===== src/rtl/data_mem_access.sv =====
// MEM-stage data memory access unit: turns a pipeline load/store into one bus transaction.
// Latency: aligned access stalls N+1 cycles (ack on Nth bus cycle); misaligned access stalls 1 cycle.
// Backpressure: holds StallM high until bus_ack or the wait limit; one DONE cycle then releases.
module data_mem_access #(
  parameter int TIMEOUT = 16
) (
  input  logic        CLK,
  input  logic        RST,
  input  logic        MemReadM,
  input  logic        MemWriteM,
  input  logic [31:0] ALUOutM,
  input  logic [31:0] WriteDataM,
  output logic [31:0] DM_RD,
  output logic        StallM,
  output logic        bus_req,
  output logic        bus_we,
  output logic [31:0] bus_addr,
  output logic [31:0] bus_wdata,
  input  logic        bus_ack,
  input  logic [31:0] bus_rdata,
  output logic        AlignErr,
  output logic        TimeoutErr
);

  typedef enum logic [1:0] {
    IDLE = 2'd0,
    REQ  = 2'd1,
    DONE = 2'd2
  } state_t;

  // Counter value on the last bus cycle we are willing to wait.
  localparam logic [7:0] WAIT_LIMIT = 8'(TIMEOUT - 1);
  localparam logic [31:0] TIMEOUT_DATA = 32'hDEAD_BEEF;

  state_t      state;
  state_t      state_nxt;
  logic [7:0]  wait_cnt;
  logic [31:0] data_q;
  logic        access;
  logic        aligned;
  logic        limit_hit;

  assign access    = MemReadM | MemWriteM;
  assign aligned   = (ALUOutM[1:0] == 2'b00);
  assign limit_hit = (wait_cnt == WAIT_LIMIT);

  // Address and data come straight from the EX/MEM register, which the stall holds stable.
  assign bus_addr  = {ALUOutM[31:2], 2'b00};
  assign bus_wdata = WriteDataM;
  assign DM_RD     = data_q;

  // Next-state decode and the combinational stall request (forced low while in reset).
  always_comb begin
    state_nxt = state;
    StallM    = 1'b0;
    case (state)
      IDLE: begin
        StallM = access & RST;
        if (access) begin
          state_nxt = aligned ? REQ : DONE;
        end
      end
      REQ: begin
        StallM = RST;
        // An ack on the limit cycle still counts as a successful completion.
        if (bus_ack || limit_hit) begin
          state_nxt = DONE;
        end
      end
      DONE: begin
        state_nxt = IDLE;
      end
      default: begin
        state_nxt = IDLE;
      end
    endcase
  end

  // State register plus bus strobes decoded from the next state so they come straight off flops.
  always_ff @(posedge CLK or negedge RST) begin
    if (!RST) begin
      state   <= IDLE;
      bus_req <= 1'b0;
      bus_we  <= 1'b0;
    end else begin
      state   <= state_nxt;
      bus_req <= (state_nxt == REQ);
      bus_we  <= (state_nxt == REQ) & MemWriteM;
    end
  end

  // Bus wait counter: zero outside REQ, counts REQ cycles that see no ack.
  always_ff @(posedge CLK or negedge RST) begin
    if (!RST) begin
      wait_cnt <= 8'd0;
    end else if (state != REQ) begin
      wait_cnt <= 8'd0;
    end else if (!bus_ack) begin
      wait_cnt <= wait_cnt + 8'd1;
    end
  end

  // Result register and sticky error flags, updated only when an access completes.
  always_ff @(posedge CLK or negedge RST) begin
    if (!RST) begin
      data_q     <= 32'd0;
      AlignErr   <= 1'b0;
      TimeoutErr <= 1'b0;
    end else begin
      case (state)
        IDLE: begin
          // A misaligned access completes without touching the bus and returns zero.
          if (access && !aligned) begin
            data_q   <= 32'd0;
            AlignErr <= 1'b1;
          end
        end
        REQ: begin
          if (bus_ack) begin
            // Read+write together is handled as a store, so no read data comes back.
            data_q <= MemWriteM ? 32'd0 : bus_rdata;
          end else if (limit_hit) begin
            data_q     <= TIMEOUT_DATA;
            TimeoutErr <= 1'b1;
          end
        end
        default: begin
          data_q <= data_q;
        end
      endcase
    end
  end

endmodule


===== config.mk =====
export PLATFORM = sky130hd
export DESIGN_NAME = data_mem_access
export DESIGN_NICKNAME = d
export VERILOG_FILES = /design/src/rtl/data_mem_access.sv
export SDC_FILE = /design/constraint.sdc
export NUM_CORES = 1
export LEC_CHECK = 0
export ABC_CLOCK_PERIOD_IN_PS = 3300
export CORE_UTILIZATION = 30
export CTS_CLUSTER_DIAMETER = 150
export DETAILED_ROUTE_END_ITERATION = 10
export GPL_ROUTABILITY_DRIVEN = 0
export PLACE_DENSITY = 0.75
export SYNTH_ARGS = -nofsm -noshare
export SYNTH_HDL_FRONTEND = slang
export SYNTH_SLANG_ARGS = --single-unit

===== constraint.sdc =====
create_clock -name CLK -period 3.3 [get_ports CLK]
set_input_delay 0.66 -clock CLK [delete_from_list [all_inputs] [get_ports CLK]]
set_output_delay 0.66 -clock CLK [all_outputs]
set_load 0.02 [all_outputs]

Yosys cells after proc, flatten, opt, wreduce, memory -nomap -nowiden --
Cells that the tools add are included.
Word-level totals: ROM bits 0, latch bits 0, memories 0, memory bits (writable) 0, word-level logic and storage cells 40, input port bits 101, register bits 46
Cells by class: multipliers 0, shift-type cells 0, divide/modulo/power cells 0, add/sub/neg operators 1, eq/ne operators 7, bitwise logic cells 4, muxes and demuxes 12, order comparisons 0, reduce and logical (&&, ||, !) cells 9
Operators with widths (number):
- 2-to-1 mux 32 bit | 4
- case mux 32 bit (2 select lines) | 1
- 2-to-1 mux 8 bit | 2
- adder 8 x 1 -> 8 bit (second input constant) | 1
- equality test 8 x 4 -> 1 bit (second input constant) | 1
- 2-to-1 mux 2 bit | 3
- AND reduction 3 bit | 2
- equality test 2 x 1 -> 1 bit (second input constant) | 2
- zero test 2 bit | 2
- != test 2 x 1 -> 1 bit (second input constant) | 2
- case mux 2 bit (2 select lines) | 1
- != test 3 bit (second input constant) | 1
- AND 1 bit | 2
- != test 2 bit (second input constant) | 1
- case mux 1 bit (2 select lines) | 1
- AND reduction 2 bit | 1
- nonzero test 2 bit | 1
- logical AND 1 bit | 1
- zero test 1 bit | 1
- logical OR 1 bit | 1
- NOT 1 bit | 1
- bitwise OR 1 bit | 1

Longest topological paths before layout --
word-level depth 6, depth in mapped cells 6, gate-level depth less buffers 5

Worst setup path before layout --
OpenSTA, ideal clock, no wires.
kind input to output, start point in MemWriteM, end point out StallM, stages on the path 4, arrival 1.651 ns, slack 0.989 ns, cell sequence buf_2 -> clkbuf_1 -> nor3_1 -> nor3b_1
Between the ends: longest elaborated chain between the ends 3
Ends and longest elaborated chain:
- start, declared | line 10 | input logic MemWriteM,
- bitwise OR 1 bit | line 43 | assign access = MemReadM | MemWriteM;
- AND 1 bit | line 58 | StallM = access & RST;
- case mux 1 bit (2 select lines) | line 56 | case (state)
- end, declared | line 14 | output logic StallM,
No other way between the ends.

Worst setup path in the final report --
Ends and elaborated chain as after synthesis.

==> results by group <==
Logic synthesis
  – Cell with the most instances after synthesis: buf_4
  – Area fraction of the dominant cell type after synthesis: between 40% and 50%
  – Synth Warn #: 0
  – Post-synth top flop: dfrtp_1
  – Leading area contributor after synthesis: dfrtp_1
  – Seq/Total Area, Yosys: 45.05%
  – Average size of a mapped cell: approximately 10 um^2
  – Post-synth cell types: 37
  – Top post-synthesis cells by area: dfrtp_1, buf_4, a22o_1
  – EDFF count, synth: 0
  – Post-Syn Area: 2555 um^2
  – Async SR Flop Fraction: 100.0%
  – FF+latch count, synth: 46
  – Post-Syn Instances: 250
  – Post-synth top cells: buf_4, dfrtp_1, a22o_1, inv_1, o21ai_0

Route
  – Routed vias/inst: 4.780
  – Initial DRC Count: 44
  – Routed Antenna Nets: 0
  – Total Wirelength: approximately 5800 um
  – Wire per inst: approximately 16 um
  – Vias: between 1,500 and 2,000
  – Residual DRC: 0
  – Detailed Routing Iterations Pass 1: 4

Place
  – DP Wirelength: about 3900 um
  – IO buf count: 75
  – Dpl cells: 360

Worst setup path
  – Critical Path Sink Type: output port
  – Arrival @ worst endpoint: ~2.0 ns
  – Worst path required time: between 2 and 3 ns
  – CP Class: input port to output port
  – Startpoint Class: input port
  – CP max FO: 2

STA
  – Period utilization: 80.72%
  – Fmax: around 380 MHz
  – Worst Hold Slack: 0.4605 ns
  – Worst Max-Slew Pin Slew: roughly 1.1 ns
  – # setup viols final: 0
  – Max-Slew Margin vs Limit: 26.53%
  – Sum Neg Setup Slack: 0 ns
  – Final Hold Vio Count: 0
  – Fin crit period: 2.664 ns
  – RSZ-0062 raised after global routing: false
  – Fin. max-slew vios: 0
  – Clk_skew: 0.01388 ns

Global route
  – Vias in the first global route: about 1,700
  – Total gr overflow: 0
  – Antenna violations before repair: 0
  – Largest net degree at the start of global routing: 47
  – Total GRT Usage: 13.22%
  – First-pass GRT wire length: 8921 um

Clock tree
  – CTS tree: yes
  – Worst-path clk slew: ~0.09 ns
  – Root Buffer Master: clkbuf_8
  – Clock Path Buffers: 2
  – CTS Hold Bufs: 0
  – Worst-Skew Late Latency: about 0.30 ns
  – Setup bufs post-CTS: 0
  – Clk sinks: between 40 and 50
  – CTS resizes: 0
  – CTS Buf Count: 5
  – CTS H-tree depth: 2

Floorplan
  – Row Count: 33
  – Die height: 94.29 um
  – Core Area: roughly 8000 um^2
  – Initial Util: slightly above 30%
  – Die Footprint: ~8900 um^2
  – Die width: around 94 um
  – I/O Pins: 202

Final layout
  – N_diodes: 0
  – Layout Utilization: between 30 and 40%
  – Layout Nets: around 360
  – Share of layout cells above drive strength 1: 9.886%
  – Post-route insts no fill: ~370
  – Fillers: 814
  – Area grow syn2layout: 17.97%

Power and ir drop
  – PD cells: 499.5 nW/um^2
  – Leak: around 1.4 nW
  – Max VDD drop: around 0.19 mV

Run
  – MaxCap Viol Count: 0

Hold path
  – Hold Path Class: input port to async pin

Status
  – Status: finished clean
[state kept, by name, indices dropped and copies added, names as in the netlist]
register	flops
DM_RD	32
bus_req	1
AlignErr	1
wait_cnt	8
TimeoutErr	1
bus_we	1
state	2
[worst max-delay path, stage by stage]
cell             delay, ns
clkdlybuf4s50_1       0.48
nor3_1                0.05
nor3b_1               0.18
clkdlybuf4s50_1       0.63
[placed cells by master, fill, tap and decap left out, drive strengths merged]
cell type       n
nor2b           1
a41oi           1
and2b           1
a21oi           3
clkdlybuf4s50  74
conb            2
buf             6
a22o           32
a41o            1
nand3           1
xnor2           3
nand2b          2
and4b           1
o32ai           2
a31o            1
or2             1
nor3b           2
clkinv          1
or3             2
inv            25
xor2            3
nor2           10
dfrtp          46
nand2           3
nand4b          1
o21ai          25
ha              1
mux2i           1
nor3            2
nor4            2
clkbuf          7
[cell families (layout without fill, tap and decap cells)]
kind of cell | after synthesis | after routing | synth area share (%)
buffers and inverters | 101 | 113 | 25.76
AO/OA/AOI/OAI | 65 | 65 | 18.85
flip-flops | 46 | 46 | 45.05
AND/OR/NAND/NOR | 29 | 29 | 7.248
XOR/XNOR | 6 | 6 | 2.057
adder cells (fa/ha/maj) | 1 | 1 | 0.4896
other | 1 | 2 | 0.1468
multiplexers | 1 | 1 | 0.3918
[power breakdown]
part | internal, mW | switching [mW] | total (mW) | leakage, nW
registers | 0.630 | 0.0450 | 0.675 | 0.625
clock network | 0.192 | 0.194 | 0.386 | 0.0544
logic | 0.223 | 0.221 | 0.444 | 0.673
[per-layer routing]
metal	GRT usage (%)	share of wire, %	vias to the layer above
met5	0	0	-
met4	5.641	1.8	0
met3	4.288	8.4	16
met2	21.80	48	76
met1	15.64	42	864
li1	-	-	803
[through the flow]
| stage | total power, mW | cell area [um^2] | worst slack [ns] |
|---|---|---|---|
| finish | 1.506 | 3014 | 0.6361 |
| global route | 1.593 | 3014 | 0.5869 |
| CTS | 1.528 | 3014 | 0.6204 |
| detailed placement | 1.133 | 2909 | 0.6368 |
| global placement | 1.127 | 2909 | 0.6499 |
| floorplan | 1.030 | 2559 | 0.9890 |
[path summary, 6_finish.rpt]
| check | start | endpoint | slack (ns) | cells past startpoint |
|---|---|---|---|---|
| max in group asynchronous | RST | DM_RD[27]$_DFFE_PN0P_ | 2.43 | 2 |
| setup / recovery | MemWriteM | StallM | 0.64 | 4 |
| hold / removal | RST | state[0]$_DFF_PN0_ | 0.46 | 2 |
| hold reg to reg | TimeoutErr$_DFFE_PN0P_ | TimeoutErr$_DFFE_PN0P_ | 0.47 | 1 |
| min in group CLK | TimeoutErr$_DFFE_PN0P_ | TimeoutErr$_DFFE_PN0P_ | 0.47 | 1 |
| setup reg to reg | wait_cnt[5]$_DFFE_PN0P_ | DM_RD[16]$_DFFE_PN0P_ | 1.09 | 4 |
[final cells by class]
type / count / area (um^2) / share of cell area (%)
Clock buffer: 7 / 96.34 / 3.196
Multi-Input combinational cell: 104 / 749.5 / 24.87
Inverter: 25 / 93.84 / 3.113
Clock inverter: 1 / 8.758 / 0.2906
Sequential cell: 46 / 1151 / 38.19
Timing Repair Buffer: 80 / 783.3 / 25.99
Tap cell: 105 / 131.4 / 4.359
Note: power is estimated with default switching activity, not from simulation.
